### src/rtl/stw_result_mapper.sv
// Stationary-weight test sequencer: drives one row at a time, records per-PE pass bits, then maps a proxy row per column.
// Optional STW_FAULT_INJECT_EN adds fault_inject_mask, which forces listed PEs to fail during capture.
module stw_result_mapper #(
    parameter int ROWS      = 4,
    parameter int COLS      = 4,
    parameter int WORD_SIZE = 16,
    parameter int TEST_LAT  = ROWS + 1,
    localparam int ROW_WIDTH = $clog2(ROWS)
) (
    input  logic                      clk,
    input  logic                      rst,
    input  logic                      start,
    input  logic                      stall,
    input  logic [COLS*WORD_SIZE-1:0] stw_col_out,
    input  logic [WORD_SIZE-1:0]      stw_expected,
`ifdef STW_FAULT_INJECT_EN
    input  logic [COLS*ROWS-1:0]      fault_inject_mask,
`endif
    output logic                      stw_test_en,
    output logic [ROW_WIDTH-1:0]      stw_row_sel,
    output logic                      STW_complete,
    output logic [COLS*ROWS-1:0]      STW_result_mat,
    output logic [COLS*ROW_WIDTH-1:0] proxy_row_idx,
    output logic [COLS-1:0]           unrepairable,
    output logic                      proxy_map_done
);

    localparam int CNT_W = (TEST_LAT > 1) ? $clog2(TEST_LAT) : 1;
    localparam int COL_W = (COLS > 1) ? $clog2(COLS) : 1;

    typedef enum logic [2:0] {
        IDLE,
        DRIVE,
        WAIT,
        CAPTURE,
        MAP,
        DONE
    } state_t;

    state_t state, next_state;

    logic [ROW_WIDTH-1:0] row;
    logic [CNT_W-1:0]     wait_cnt;
    logic [COL_W-1:0]     map_col;
    logic [COLS*ROWS-1:0] inj_mask;
    logic [COLS*ROWS-1:0] capture_fail;
    logic [COLS-1:0]      col_mismatch;
    logic [ROWS-1:0]      map_bits;
    logic [ROW_WIDTH-1:0] map_proxy;
    logic                 map_any;
    logic                 last_row;
    logic                 last_wait;
    logic                 last_col;
    logic                 accept_start;

`ifdef STW_FAULT_INJECT_EN
    assign inj_mask = fault_inject_mask;
`else
    assign inj_mask = '0;
`endif

    assign last_row     = (row == ROW_WIDTH'(ROWS - 1));
    assign last_wait    = (wait_cnt == CNT_W'(TEST_LAT - 1));
    assign last_col     = (map_col == COL_W'(COLS - 1));
    assign accept_start = start && ((state == IDLE) || (state == DONE));
    assign stw_row_sel  = row;

    always_ff @(posedge clk or negedge rst) begin
        if (!rst) begin
            state <= IDLE;
        end else begin
            state <= next_state;
        end
    end

    always_comb begin
        next_state  = state;
        stw_test_en = 1'b0;
        case (state)
            IDLE, DONE: begin
                if (start) next_state = DRIVE;
            end
            DRIVE: begin
                if (!stall) begin
                    stw_test_en = 1'b1;
                    next_state  = WAIT;
                end
            end
            WAIT: begin
                if (!stall && last_wait) next_state = CAPTURE;
            end
            CAPTURE: begin
                if (!stall) next_state = last_row ? MAP : DRIVE;
            end
            MAP: begin
                if (last_col) next_state = DONE;
            end
            default: next_state = IDLE;
        endcase
    end

    // Per-PE fail vector for the row under test; only the selected row's bits can be set.
    always_comb begin
        col_mismatch = '0;
        capture_fail = '0;
        for (int unsigned c = 0; c < COLS; c++) begin
            col_mismatch[c] = (stw_col_out[c*WORD_SIZE +: WORD_SIZE] != stw_expected);
            for (int unsigned r = 0; r < ROWS; r++) begin
                capture_fail[c*ROWS + r] = (row == ROW_WIDTH'(r)) &&
                                           (col_mismatch[c] || inj_mask[c*ROWS + r]);
            end
        end
    end

    // Highest-index passing row of the column currently being mapped.
    always_comb begin
        map_bits  = '0;
        map_proxy = '0;
        for (int unsigned c = 0; c < COLS; c++) begin
            if (map_col == COL_W'(c)) map_bits = STW_result_mat[c*ROWS +: ROWS];
        end
        for (int unsigned r = 0; r < ROWS; r++) begin
            if (map_bits[r]) map_proxy = ROW_WIDTH'(r);
        end
        map_any = |map_bits;
    end

    always_ff @(posedge clk or negedge rst) begin
        if (!rst) begin
            row            <= '0;
            wait_cnt       <= '0;
            map_col        <= '0;
            STW_complete   <= 1'b0;
            STW_result_mat <= '1;
            proxy_row_idx  <= '0;
            unrepairable   <= '0;
            proxy_map_done <= 1'b0;
        end else begin
            if (accept_start) begin
                row            <= '0;
                wait_cnt       <= '0;
                map_col        <= '0;
                STW_complete   <= 1'b0;
                STW_result_mat <= '1;
                unrepairable   <= '0;
                proxy_map_done <= 1'b0;
            end else begin
                case (state)
                    DRIVE: begin
                        if (!stall) wait_cnt <= '0;
                    end
                    WAIT: begin
                        if (!stall) wait_cnt <= wait_cnt + 1'b1;
                    end
                    CAPTURE: begin
                        if (!stall) begin
                            STW_result_mat <= STW_result_mat & ~capture_fail;
                            if (last_row) begin
                                STW_complete <= 1'b1;
                                map_col      <= '0;
                            end else begin
                                row <= row + 1'b1;
                            end
                        end
                    end
                    MAP: begin
                        for (int unsigned c = 0; c < COLS; c++) begin
                            if (map_col == COL_W'(c)) begin
                                proxy_row_idx[c*ROW_WIDTH +: ROW_WIDTH] <= map_any ? map_proxy : '0;
                                unrepairable[c]                         <= ~map_any;
                            end
                        end
                        map_col <= map_col + 1'b1;
                        if (last_col) proxy_map_done <= 1'b1;
                    end
                    default: ;
                endcase
            end
        end
    end

endmodule
### config.mk
export PLATFORM = sky130hd
export DESIGN_NAME = stw_result_mapper
export DESIGN_NICKNAME = d
export VERILOG_FILES = /design/src/rtl/stw_result_mapper.sv
export SDC_FILE = /design/constraint.sdc
export NUM_CORES = 1
export LEC_CHECK = 0
export BUFFER_PORTS_ARGS = -buffer_cell sky130_fd_sc_hd__buf_2
export CAP_MARGIN = 20
export CORE_UTILIZATION = 40
export DETAILED_ROUTE_END_ITERATION = 10
export GPL_ROUTABILITY_DRIVEN = 0
export GPL_TIMING_DRIVEN = 0
export HOLD_SLACK_MARGIN = 0.08
export PLACE_DENSITY_LB_ADDON = 0.2
export SETUP_SLACK_MARGIN = 0.02
export SYNTH_ARGS = -nofsm -noshare
export SYNTH_HDL_FRONTEND = slang
export SYNTH_SLANG_ARGS = --single-unit
### constraint.sdc
create_clock -name clk -period 2.3 [get_ports clk]
set_clock_uncertainty 0.15 [all_clocks]
set_input_delay 0.345 -clock clk [delete_from_list [all_inputs] [get_ports clk]]
set_output_delay 0.345 -clock clk [all_outputs]
set_load 0.05 [all_outputs]
* Yosys cells after proc, flatten, opt, wreduce, memory -nomap -nowiden *
Index checks and enable logic that the tools add are counted.

word-level totals
  flip-flop bits (word level) = 40
  input bits = 84
  output and inout port bits = 33
  logic and storage cells = 142

operators by class
  add/subtract/negate cells = 3
  eq/ne operators = 27
  multiplexer cells = 45
  bitwise operators = 4
  reduce and logical (&&, ||, !) cells = 48

operator list
  kind                                           count
  != test 16 bit                                 4
  2-to-1 mux 16 bit                              3
  2-to-1 mux 3 bit                               9
  2-to-1 mux 4 bit                               6
  AND reduction 3 bit                            8
  2-to-1 mux 2 bit                               10
  logical AND 1 bit                              18
  AND 16 bit                                     1
  inverter 16 bit                                1
  one-hot mux 3 bit (5 select lines)             1
  2-to-1 mux 1 bit                               14
  nonzero test 2 bit                             7
  != test 3 bit, second input constant           4
  != test 2 bit, second input constant           5
  AND reduction 2 bit                            5
  == test 3 bit, second input constant           3
  == test 2 bit, second input constant           4
  == test 3 x 2 -> 1 bit, second input constant  2
  one-hot mux 3 bit (2 select lines)             1
  nonzero test 3 bit                             2
  AND reduction 5 bit                            1
  adder 2 x 1 -> 2 bit, second input constant    2
  == test 2 x 1 -> 1 bit, second input constant  2
  zero test 2 bit                                2
  10 further kinds                               12

* Longest topological paths before layout *
  depth in word-level cells = 10
  depth in mapped cells = 7
  depth with buffers taken out = 7

* Worst setup path before layout *
Ideal clock, no wire load.

  path kind = register -> output
  start = register state[0]
  end = output stw_test_en
  arrival time = 1.801 ns
  setup slack = 0.004 ns
  cell stages (with the launch flop) = 4
  buffers on the path = 1
  path through = dfrtp_1 > buf_4 > and2b_1 > nor3b_1

between the ends
  cells in the longest elaborated chain, start to end = 2

ends and longest elaborated chain
  item                    line  RTL
  from (decl)             40    state_t state, next_state;
  from (signal assigned)  72    state <= next_state;
  == test 3 x 1 -> 1 bit  79    case (state)
  2-to-1 mux 1 bit        79
  to (decl)               19    output logic stw_test_en,

No other way between the ends.

* Final worst setup path *
  start = register map_col[0]
  end = register unrepairable[3]

between the ends
  cells in the longest elaborated chain, start to end = 10

ends and longest elaborated chain
  item                             line  RTL
  from (decl)                      44    logic [COL_W-1:0] map_col;
  from (signal assigned)           173   map_col <= map_col + 1'b1;
  zero test 2 bit                  120   if (map_col == COL_W'(c)) map_bits = STW_result_mat[c*ROWS +: ROWS];
  2-to-1 mux 4 bit (4 in series)   120
  OR reduction 4 bit               125   map_any = |map_bits;
  inverter 1 bit                   170   unrepairable[c] <= ~map_any;
  2-to-1 mux 1 bit                 168   if (map_col == COL_W'(c)) begin
  2-to-1 mux 4 bit                 148   case (state)
  2-to-1 mux 4 bit                 139   if (accept_start) begin
  to (signal, indexed assignment)  170
  to (decl)                        24    output logic [COLS-1:0] unrepairable,

Several ways; a longest one is shown, not always the timed one. The select of a mux whose other input is x is not followed.
A chain may end at the register's enable or synchronous reset.

==> results.toml <==
[outcome]
status = "finished, violations left"
violations = "design-rule violations"

[critical_path]
slowest_stage = "or4b_4"
arrival_ns = 2.27
critPathBufInv = 1
path_max_fanout = 7
max_stage_delay_ns = 0.46
crit_chain = "buf_4 -> ha_2 -> a211oi_2 -> a221oi_2 -> o21ba_4 -> or4b_4 -> a21oi_2"
critPathTopFamily = "compound AO/OA/AOI/OAI gates"
end_kind = "flip-flop"
crit_type = "reg -> reg"
critPathLaunchType = "flip-flop"
required_ns = 2.37

[layout]
fillers = 599
final_layout_size_suffix_gt1_share_pct = 37.4
regArea_sq_um = 1020
layout.nets = 483
syn2layout_area_growth_pct = 29.7
num_antenna_cells = 0
design_area_sq_um = 3490
multiInputGateArea_sq_um = 1590
final_core_util_pct = 54.3

[global_route]
grt_overflow = 0
grt_pass1_vias = 2388
grt_max_degree = 41
antenna_found_initial = 0
grt_pass1_wl_mm = 11.1
grt_use_total_pct = 19.9

[drt]
drt_wl_total_mm = 6.86
avgRoutedWirePerCell_um = 14.7
via_per_inst = 5.11
ant_nets = 0
drt_iter0_drc = 88
drtPass1Iterations = 7
vias = 2388
drc = 8

[worst_hold_path]
min_path_type = "reg -> reg"

[clock_tree]
ctsHtreeMaxLevel = 2
max-clock-path-buffers = 2
cts.clk_slew.worst_paths_ns = 0.08
clock-root-buffer = "clkbuf_8"
clkSinkCount = 40
cts_tree = "done"
numCtsBuffers = 5
clock_latency_ns = 0.29

[logic_synthesis]
yosysTopAreaCell = "dfrtp_1"
yosys_warnings = 0
ys_ff_latch = 40
yosysSeqAreaShare_pct = 38.0
synth.area.mux_share_pct = 1.16
syn-num-nets = 372
synth_fa_ha_area_share_pct = 4.65
synth_edf_count = 0
synth-xor-area-share_pct = 21.8
synth_top_area_share_pct = 22.3
syn_area_per_cell_sq_um = 9.68
yosys.area_share.simple_pct = 15.0
synthesis.area_sq_um = 2690
ys_types = 41
synth_most_common_cell = "xnor2_1"
ys_async_sr_fraction_pct = 100
synth-compound-area-share_pct = 14.3
synth_top_family_by_area = "XOR/XNOR gates"
netlist_instances = 278
synth_ff_type = "dfrtp_1"
ys_top_cells_by_count = "67 x xnor2_1, 24 x dfrtp_1, 20 x nand2_1"
synthTopCellsByArea = "dfrtp_1 22%, xnor2_1 22%, dfstp_2 16%"

[floorplanning]
die_height_um = 84.0
die_width_um = 84.0
row_count = 29
start_util_pct = 41.9
coreArea_sq_um = 6420
top_level_ports = 117
dieArea_sq_um = 7060

[sta]
slew_headroom_pct = 35.1
fmax_mhz = 456
slew_viol_final = 0
min_period_ns = 2.19
timing.final.crit_share_pct = 95.3
worstMarginPinSlew_ns = 0.965
rsz0062_at_grt = "false"
finalSetupViolCount = 0
tns_ns = 0
finalHoldViolations = 0

[power_and_ir_drop]
p_total_w = 0.00363
p_per_area_nw_per_um2 = 1040
peakVddDrop_mv = 0.334
power.leakage_nw = 1.50

[placed_design]
place_hpwl_mm = 5.57
io_buffers = 100
placed_area_sq_um = 3290

[job]
max-cap-violations = 0
==> final cells by class <==
class / instances / area share, %
Tap cell: 77 / 2.76
Sequential cell: 40 / 29.3
Clock buffer: 6 / 2.08
Inverter: 9 / 1.04
Clock inverter: 2 / 1.00
Timing Repair Buffer: 104 / 15.3
Buffer: 23 / 3.05
Multi-Input combinational cell: 206 / 45.5
==> where the power goes <==
part	internal (W)	switching, W	total, W
Sequential	0.00100	0.000180	0.00118
Combinational	0.000670	0.00121	0.00188
Clock	0.000322	0.000244	0.000566
Total	0.00200	0.00163	0.00363
==> kinds of logic (layout without fill, tap and decap cells) <==
kind of cell | after synthesis | after routing
XOR/XNOR | 67 | 67
multiplexers | 3 | 3
buffers and inverters | 32 | 144
AO/OA/AOI/OAI | 56 | 56
adder cells (fa/ha/maj) | 10 | 10
flip-flops | 40 | 40
AND/OR/NAND/NOR | 70 | 70
==> registers in the layout, summed over array words and instances, names as in the netlist <==
signal and flops:
STW_complete 1, proxy_map_done 1, STW_result_mat 16, wait_cnt 3
proxy_row_idx 8, unrepairable 4, state 3, map_col 2
stw_row_sel 2
==> layer usage <==
| layer | track usage, % | wire, um | part of all wire, % |
|---|---|---|---|
| met5 | 0 | 0 | 0 |
| met4 | 5.49 | 124 | 1.8 |
| met3 | 4.85 | 357 | 5.2 |
| met2 | 35.0 | 3340 | 49 |
| met1 | 24.2 | 3040 | 44 |
==> repair_timing <==
item	4_1_cts	5_1_grt
endpoints found under the hold margin	24	0
setup buffers	0	3
resized for setup	2	11
endpoints found under the setup margin	3	4
pin swaps	0	1
hold buffers	1	0
==> placed cells by master, fill, tap and decap left out, types with 5 or more instances in the layout <==
cell type and n:
nor2_1 8, inv_1 8, o22a_1 16, o21ai_0 16
ha_1 8, xnor2_1 67, buf_2 101, nand2_1 20
nand3b_1 5, clkbuf_1 19, a21oi_1 7, dfstp_2 16
dfrtp_1 24, clkbuf_8 5, nand4_1 16
==> metrics by stage <==
| step | instances | setup WS, ns | hold WS, ns |
|---|---|---|---|
| final | 467 | 0.108 | 0.323 |
| after global routing | 467 | 0.00691 | 0.336 |
| after CTS | 464 | 0.0318 | 0.315 |
| after detailed placement | 455 | 0.0160 | 0.315 |
| after global placement | 455 | 0.0514 | 0.306 |
| after floorplan | 278 | 0.249 | -0.101 |
==> final timing paths <==
path	from	end	slack, ns	cells past startpoint
min in group asynchronous	rst	proxy_row_idx[3]	0.55	2
worst min-delay path	proxy_row_idx[5]	proxy_row_idx[5]	0.32	2
max in group asynchronous	rst	STW_complete	0.90	2
worst min register to register	proxy_row_idx[5]	proxy_row_idx[5]	0.32	2
worst max-delay path	map_col[0]	unrepairable[3]	0.11	7
worst max register to register	map_col[0]	unrepairable[3]	0.11	7
==> worst reg2reg max path: stages, from the launching register on <==
cell,delay [ns]
dfrtp_1,0.41
buf_4,0.15
ha_2,0.22
a211oi_2,0.26
a221oi_2,0.10
o21ba_4,0.24
or4b_4,0.46
a21oi_2,0.14
(Power assumes the default switching activity.)
